## config.mk

```make
export PLATFORM = sky130hd
export DESIGN_NAME = dmem_arbiter
export DESIGN_NICKNAME = d
export VERILOG_FILES = /design/src/rtl/dmem_pkg.sv /design/src/rtl/rr_pick2.sv /design/src/rtl/dmem_arbiter.sv
export SDC_FILE = /design/constraint.sdc
export NUM_CORES = 1
export LEC_CHECK = 0
export CORE_AREA = 2 2 104 106
export DETAILED_ROUTE_END_ITERATION = 10
export DIE_AREA = 0 0 106 108
export HOLD_SLACK_MARGIN = 0.08
export PLACE_DENSITY = 0.76
export SLEW_MARGIN = 20
export SYNTH_ARGS = -nofsm -noshare
export SYNTH_HDL_FRONTEND = slang
export SYNTH_SLANG_ARGS = --single-unit
```

## constraint.sdc

```tcl
create_clock -name clk -period 2.95 [get_ports clk]
set_clock_uncertainty 0.15 [all_clocks]
set_input_delay 0.59 -clock clk [delete_from_list [all_inputs] [get_ports clk]]
set_output_delay 0.59 -clock clk [all_outputs]
set_load 0.03 [all_outputs]
```

## src/rtl/dmem_pkg.sv

```systemverilog
// Shared types and constants for the data-memory arbiter and the data memory.
package dmem_pkg;

  localparam int NUM_REQ    = 2;
  localparam int DMEM_DEPTH = 32;

  typedef enum logic [1:0] {
    IDLE,
    LOCK0,
    LOCK1
  } arb_state_t;

endpackage

```

## src/rtl/rr_pick2.sv

```systemverilog
// Combinational two-way round-robin picker: among the unmasked requests,
// a single request wins outright and a tie goes to the pointer's requester.
module rr_pick2 (
  input  logic [1:0] req,
  input  logic       ptr,
  input  logic [1:0] mask,
  output logic [1:0] gnt
);

  logic [1:0] eligible;

  // NOTE: every output of a combinational block gets a default before the
  // case, otherwise an uncovered path holds its old value and infers a latch.
  always_comb begin
    eligible = req & mask;
    gnt      = 2'b00;
    case (eligible)
      2'b01:   gnt = 2'b01;
      2'b10:   gnt = 2'b10;
      2'b11:   gnt = ptr ? 2'b10 : 2'b01;
      default: gnt = 2'b00;
    endcase
  end

endmodule

```

## src/rtl/dmem_arbiter.sv

```systemverilog
// Round-robin arbiter and sequencer for the shared single-port data memory,
// with a per-requester lock for atomic read-modify-write and range checking.
module dmem_arbiter
  import dmem_pkg::*;
#(
  parameter int N     = 32,
  parameter int DEPTH = DMEM_DEPTH
) (
  input  logic               clk,
  input  logic               rst_n,
  input  logic [NUM_REQ-1:0] req_i,
  input  logic [NUM_REQ-1:0] we_i,
  input  logic [NUM_REQ-1:0] lock_i,
  input  logic [N-1:0]       addr0_i,
  input  logic [N-1:0]       addr1_i,
  input  logic [N-1:0]       wdata0_i,
  input  logic [N-1:0]       wdata1_i,
  output logic [NUM_REQ-1:0] gnt_o,
  output logic [NUM_REQ-1:0] rsp_valid_o,
  output logic               rsp_err_o,
  output logic [N-1:0]       rdata_o,
  output logic [N-1:0]       mem_addr_o,
  output logic [N-1:0]       mem_wdata_o,
  output logic               mem_we_o,
  input  logic [N-1:0]       mem_rdata_i
);

  localparam logic [N-1:0] DEPTH_N = N'(DEPTH);

  arb_state_t   state, state_next;
  logic         ptr;
  logic         arb_idle;
  logic [1:0]   mask;
  logic [1:0]   gnt_pick;
  logic         granted;
  logic         sel;
  logic [N-1:0] addr_sel;
  logic [N-1:0] wdata_sel;
  logic         we_sel;
  logic         in_range;

  // NOTE: sequential state uses non-blocking assignments so every register
  // samples pre-edge values, independent of block evaluation order.
  always_ff @(posedge clk) begin
    if (!rst_n) state <= IDLE;
    else        state <= state_next;
  end

  // A lock that is still held restricts arbitration to its owner; the cycle
  // the owner drops lock_i already arbitrates as IDLE.
  always_comb begin
    arb_idle = 1'b1;
    mask     = 2'b11;
    case (state)
      LOCK0: if (lock_i[0]) begin arb_idle = 1'b0; mask = 2'b01; end
      LOCK1: if (lock_i[1]) begin arb_idle = 1'b0; mask = 2'b10; end
      default: ;
    endcase
  end

  always_comb begin
    state_next = state;
    if (arb_idle) begin
      if (gnt_o[0] && lock_i[0])      state_next = LOCK0;
      else if (gnt_o[1] && lock_i[1]) state_next = LOCK1;
      else                            state_next = IDLE;
    end
  end

  rr_pick2 u_pick (
    .req  (req_i),
    .ptr  (ptr),
    .mask (mask),
    .gnt  (gnt_pick)
  );

  assign gnt_o     = rst_n ? gnt_pick : 2'b00;
  assign granted   = |gnt_o;
  assign sel       = gnt_o[1];
  assign addr_sel  = sel ? addr1_i  : addr0_i;
  assign wdata_sel = sel ? wdata1_i : wdata0_i;
  assign we_sel    = sel ? we_i[1]  : we_i[0];
  assign in_range  = addr_sel < DEPTH_N;

  assign mem_addr_o  = granted ? addr_sel  : '0;
  assign mem_wdata_o = granted ? wdata_sel : '0;
  assign mem_we_o    = granted & we_sel & in_range;

  // Pointer hands priority to the loser of each idle grant; frozen under lock.
  always_ff @(posedge clk) begin
    if (!rst_n)                  ptr <= 1'b0;
    else if (arb_idle && granted) ptr <= ~sel;
  end

  always_ff @(posedge clk) begin
    if (!rst_n) begin
      rsp_valid_o <= '0;
      rsp_err_o   <= 1'b0;
      rdata_o     <= '0;
    end else begin
      rsp_valid_o <= gnt_o;
      rsp_err_o   <= granted & ~in_range;
      rdata_o     <= (granted && !we_sel && in_range) ? mem_rdata_i : '0;
    end
  end

endmodule
```

==> flow_summary_export.csv, run 1 <==
group,metric,value,unit
run_status,status,"complete, but fails checks",
run_status,failed_checks,"negative setup slack",
clock_network,cts_sinks,38,
critical_path,crit_type,"in2out",
clock_network,cts_tree,"yes",
finish,layout-drive-gt1-share,47.0,%
die,pin_count,270,
flow_run,drv_cap,0,
sta,drv_slew,0,
logic_synthesis,yosys_warnings,0,
power,power.internal,1.50,mW
clock_network,numCtsBuffers,5,
logic_synthesis,syn_area_per_cell,7.23,sq um
sta,rsz0062_at_grt,"yes",
global_routing,grt_pass1_wl,24.2,mm
logic_synthesis,ys.flop_type,"dfxtp_1",
logic_synthesis,synth_area,2950,sq um
critical_path,crit_path_max_fanout,4,
critical_path,rrSetupSlack,430,ps
logic_synthesis,yosysSeqAreaShare,25.8,%
critical_path,worst_ep_required_time,2210,ps
power,p_leak,2.84,nW
sta,hold_violations,0,
critical_path,worstReg2RegStart,"state[0]$_SDFFE_PN0P_",
logic_synthesis,synth_nets,578,
logic_synthesis,synth-edff-count,0,
power,vdd_ir_drop_max,0.185,mV
routing,drc,0,
routing,wl_per_cell,20.4,um
logic_synthesis,synth-async-reset-ratio,0,%
critical_path,r2r_end,"rdata_o[27]$_SDFF_PN0_",
die,dieArea,11400,sq um
sta,setup_viol,65,
placed_design,io_buffers,269,
power,seqPwrFrac,22.3,%
logic_synthesis,ys_seq_elements,38,
power,power.net_switching,0.843,mW
sta,fmax,328,MHz
critical_path,arrival,2310,ps
logic_synthesis,synth_cells,408,
logic_synthesis,synth_top_area_share,25.8,%
finish,diodes,0,
power,power.share.combinational,55.2,%
die,initial_core_util,28.8,%
placed_design,place_congestion,1.02,
die,die_h,108,um
min_path,holdPathStages,2,
sta,fin_crit_sh,103,%
critical_path,cp-end-kind,"output pin",
finish,fillers,699,
clock_network,path_clk_slew,80,ps
die,fp.coreArea,10200,sq um
routing,ant_nets,0,
logic_synthesis,yosys-top-cells-area,"dfxtp_1 26%, a221oi_2 14%, nand3_1 12%",
placed_design,preCtsSetupSlack,-407,ps
clock_network,cts_root_buf,"clkbuf_8",
logic_synthesis,post_synth_num_cell_types,38,
sta,timing.final.ws_setup,-102,ps
critical_path,critPathLaunchType,"input port",
placed_design,place_hpwl,11.2,mm
clock_network,htreeDepth,2,
global_routing,track_usage,26.4,%
global_routing,grt_pass1_vias,4723,
logic_synthesis,synth_top_area_cell,"dfxtp_1",
sta,tightest_slew,520,ps
global_routing,grt.overflow.total,0,
logic_synthesis,ys_top_cells_by_count,"68 x nand3_1, 66 x a21oi_1, 66 x o21ai_0, 38 x dfxtp_1, 36 x inv_1",
finish,nets,892,
die,rows,37,
global_routing,antenna_found_initial,0,
die,chipWidth,106,um
routing,vias_per_cell,5.49,
min_path,holdCritPathClass,"reg2reg",
power,p_per_area,304,nW/um^2
finish,fin_util,75.4,%
critical_path,reg2reg_depth,11,
sta,period_needed,3050,ps
routing,routed_wl,17.5,mm
clock_network,clkLatencyLatePin,280,ps
power,clockPowerShare,22.5,%
clock_network,clk_path_buf_depth,2,
routing,vias,4716,
routing,drt_iter0_markers,229,
min_path,hp-start,"state[1]$_SDFFE_PN0P_",
power,swShare,36.0,%
min_path,min_to,"state[1]$_SDFFE_PN0P_",
clock_network,hold_buffers,0,
routing,drt_first_pass_iters,4,
global_routing,grt_max_degree,34,
logic_synthesis,post-synth-top-count-cell,"nand3_1",
sta,relSlewSlack,65.3,%
finish,syn_to_final_growth,161,%
[flip-flops by register name, summed over array words and instances, names as in the netlist]
name / cells
ptr: 1
state: 2
rdata_o: 32
rsp_err_o: 1
rsp_valid_o: 2
[worst max path at each step]
stage / from / to / cells past startpoint
after global placement: addr1_i[24] / mem_we_o / 6
after CTS: state[0]$_SDFFE_PN0P_ / mem_addr_o[2] / 10
after detailed placement: addr1_i[24] / mem_we_o / 6
after global routing: state[0]$_SDFFE_PN0P_ / mem_addr_o[22] / 10
final: req_i[0] / mem_addr_o[23] / 10
after floorplan: state[0]$_SDFFE_PN0P_ / mem_we_o / 8
[layout make-up]
class,instances,area [sq um],share of cell area (%)
repair buffers,356,3840,49.9
multi-input cells,285,2660,34.5
flip-flops and latches,38,763,9.90
well taps,136,170,2.21
inverters,36,135,1.75
clock buffers,5,68.8,0.892
clock inverters,3,68.8,0.892
[placed cells by master, fill, tap and decap left out, types with 5 or more instances in the layout]
master and count:
buf_4 56, buf_6 63, a21oi_1 8, o21ai_0 14, o21ai_4 14, a21oi_4 5
dlygate4sd2_1 24, clkbuf_16 7, nand3_2 26, nor4_2 7, clkbuf_8 5, o21ai_1 18
nand3_1 38, o21ai_2 22, inv_1 35, clkdlybuf4s50_1 175, a221oi_2 28, buf_12 21
a21oi_2 53, dfxtp_1 36
[per-layer routing]
layer,track usage [%],share of wire (%),vias to the layer above
li1,-,-,2164
met1,28.7,36,2241
met2,48.3,52,252
met3,7.84,7.9,59
met4,10.4,4.3,0
met5,0,0,-
[cells by family after synthesis]
kind of cell / share of synthesized area [%]
fa+ha+maj: 0.848
flops: 25.8
simple gates: 18.2
compound gates: 43.2
buf+inv: 12.0
[power by group through the flow]
| stage | Combinational, mW | Sequential (mW) | Clock (mW) |
|---|---|---|---|
| floorplan | 0.429 | 0.539 | 0 |
| global placement | 0.968 | 0.533 | 0 |
| detailed placement | 0.978 | 0.534 | 0 |
| CTS | 1.13 | 0.522 | 0.543 |
| global route | 1.35 | 0.523 | 0.566 |
| finish | 1.29 | 0.523 | 0.528 |
[critical path, stage by stage]
cell and delay [ps]:
clkdlybuf4s50_1 500, buf_4 130, nand2_1 70, a21oi_1 170
buf_4 160, nor2_4 40, buf_4 140, buf_4 150
a21oi_2 190, buf_6 170
[repair_timing]
item                                    in CTS  in global routing
resized for setup                          145                132
setup buffers                               22                  3
endpoints found under the setup margin      66                 65
pin swaps                                   48                 51
cloned                                       4                  8
[per-stage QoR]
stage | hold WS (ps) | instance area [sq um] | instances | TNS, ps | power [mW]
CTS | 335 | 7130 | 851 | -2050 | 2.20
detailed placement | 320 | 6290 | 818 | -18950 | 1.51
floorplan | 298 | 3140 | 408 | 0 | 0.968
global route | 354 | 7710 | 859 | -8270 | 2.44
finish | 339 | 7710 | 859 | -3310 | 2.34
global placement | 308 | 6290 | 818 | -17490 | 1.50
Power figures use the tool's default switching activity.
==> run 2: changes to the inputs <==
--- a/config.mk
+++ b/config.mk
@@ -8,2 +8,3 @@
 export CORE_AREA = 2 2 104 106
+export CTS_CLUSTER_SIZE = 40
 export DETAILED_ROUTE_END_ITERATION = 10
==> constraint.sdc (replaced) <==
create_clock -name clk -period 2.95 [get_ports clk]
set_clock_uncertainty 0.15 [all_clocks]
set_input_delay 0.295 -clock clk [delete_from_list [all_inputs] [get_ports clk]]
set_output_delay 0.295 -clock clk [all_outputs]
set_load 0.03 [all_outputs]
==> flow_summary_export.csv, run 2 (synthesized netlist as in run 1, its figures left out) <==
group,metric,value,unit
sta,setup_viol,0,
critical_path,arrival,2440,ps
critical_path,worst_ep_required_time,2510,ps
global_routing,antenna_found_initial,0,
placed_design,place_congestion,0.929,
power,p_per_area,322,nW/um^2
critical_path,path_delay_family,"buffers and inverters",
sta,drv_slew,0,
sta,rsz0062_at_grt,"yes",
power,vdd_ir_drop_max,0.174,mV
global_routing,track_usage,22.4,%
power,p_leak,2.20,nW
routing,ant_nets,0,
routing,drt_iter0_markers,263,
clock_network,htreeDepth,2,
finish,final_common_cell,"clkdlybuf4s50_1",
routing,drt_first_pass_iters,6,
clock_network,numCtsBuffers,5,
finish,layout-drive-gt1-share,21.1,%
global_routing,grt.overflow.total,0,
sta,period_needed,2890,ps
critical_path,crit_chain,"inv_1 > ha_4 > and2b_4 > buf_4 > or3_1 > a31oi_1 > clkdlybuf4s50_1",
clock_network,cts_tree,"yes",
die,dieArea,11400,sq um
routing,wl_per_cell,17.3,um
finish,syn_to_final_growth,103,%
min_path,holdCritPathClass,"reg2reg",
sta,fin_crit_sh,97.9,%
run_status,status,"finished clean",
clock_network,path_clk_slew,80,ps
die,chipWidth,106,um
sta,fmax,346,MHz
sta,tightest_slew,526,ps
clock_network,cts_root_buf,"clkbuf_8",
finish,reg_top3,"rdata_o (32), rsp_valid_o (2), state (2)",
die,pin_count,270,
routing,routed_wl,13.8,mm
power,power.total,1.93,mW
critical_path,critPathLaunchType,"flop",
finish,most-common-layout-cells,"204 x clkdlybuf4s50_1, 67 x nand3_1, 66 x o21ai_0",
routing,vias_per_cell,5.37,
routing,drc,0,
die,fp.coreArea,10200,sq um
flow_run,drv_cap,0,
finish,diodes,0,
critical_path,cp-end-kind,"output pin",
placed_design,place_hpwl,10.4,mm
finish,largest_reg_flops,32,
sta,hold_violations,0,
clock_network,clkLatencyLatePin,280,ps
critical_path,rrSetupSlack,370,ps
finish,nets,829,
finish,largest_register,"rdata_o",
sta,setup_tns,0,ps
critical_path,crit_type,"reg2out",
sta,fin_hold_ws,342,ps
critical_path,crit_path_top_delay_cell,"clkdlybuf4s50_1",
critical_path,crit_path_max_fanout,4,
global_routing,grt_max_degree,50,
critical_path,max_stage_delay,700,ps
clock_network,cts_sinks,38,
die,initial_core_util,28.8,%
placed_design,io_buffers,269,
routing,vias,4278,
critical_path,crit_buf_inv,3,
clock_network,clk_path_buf_depth,2,
global_routing,grt_pass1_vias,4124,
finish,fin_util,58.6,%
global_routing,grt_pass1_wl,20.6,mm
die,rows,37,
die,die_h,108,um
sta,relSlewSlack,64.9,%
## run 2: cell count changes in the layout (fill, tap and decap cells not counted), moves of 8 or more
| cell | previous run | this run |
|---|---|---|
| a21oi_1 | 8 | 64 |
| a21oi_2 | 53 | 1 |
| buf_12 | 21 | 11 |
| buf_6 | 63 | 2 |
| clkdlybuf4s50_1 | 175 | 204 |
| dlygate4sd2_1 | 24 | 2 |
| nand3_1 | 38 | 67 |
| nand3_2 | 26 | 1 |
| nor4_1 | 3 | 11 |
| o21ai_0 | 14 | 66 |
| o21ai_1 | 18 | 1 |
| o21ai_2 | 22 | 0 |
| o21ai_4 | 14 | 1 |
## run 2: worst paths after layout
check,from,end,cells after the start
max,state[1]$_SDFFE_PN0P_,gnt_o[0],7
min,state[1]$_SDFFE_PN0P_,state[1]$_SDFFE_PN0P_,2
max reg2reg,state[1]$_SDFFE_PN0P_,rdata_o[30]$_SDFF_PN0_,8
min reg2reg,state[1]$_SDFFE_PN0P_,state[1]$_SDFFE_PN0P_,2
## run 2: tightest hold or removal path: cells and delay by family (launching register included)
kind | cells | cell delay (ps)
AO/OA/AOI/OAI | 1 | 50
flip-flops | 1 | 350
AND/OR/NAND/NOR | 1 | 60
## run 2: layout make-up
| type | count | area, sq um |
|---|---|---|
| Sequential cell | 38 | 766 |
| Multi-Input combinational cell | 285 | 1920 |
| Tap cell | 136 | 170 |
| Inverter | 36 | 135 |
| Timing Repair Buffer | 293 | 2870 |
| Clock inverter | 3 | 68.8 |
| Fill cell | 918 | 4240 |
| Clock buffer | 5 | 68.8 |
## run 2: power by group
part	switching [mW]	total [mW]	internal, mW
combinational	0.469	0.884	0.416
sequential	0.00412	0.521	0.517
clock	0.189	0.527	0.339
## run 2: metal layers
layer | track usage (%) | vias up | share of wire [%]
li1 | - | 2028 | -
met1 | 27.1 | 1985 | 40
met2 | 39.5 | 247 | 49
met3 | 5.61 | 18 | 8.8
met4 | 6.48 | 0 | 1.4
met5 | 0 | - | 0
## run 2: timing repair
action | 4_1_cts | 5_1_grt
hold buffers | 0 | 0
setup buffers | 2 | 2
pin swaps | 1 | 3
hold endpoints to repair | 0 | 0
resized for setup | 19 | 25
cloned | 0 | 1
endpoints found under the setup margin | 65 | 8
## run 2: per-stage QoR
stage | setup WS [ps] | std cells | instance area, sq um
global placement | 10.8 | 783 | 5770
detailed placement | 9.25 | 783 | 5770
finish | 62.2 | 796 | 6000
global route | -39.9 | 796 | 6000
CTS | -61.1 | 793 | 5950
floorplan | 108 | 408 | 2950
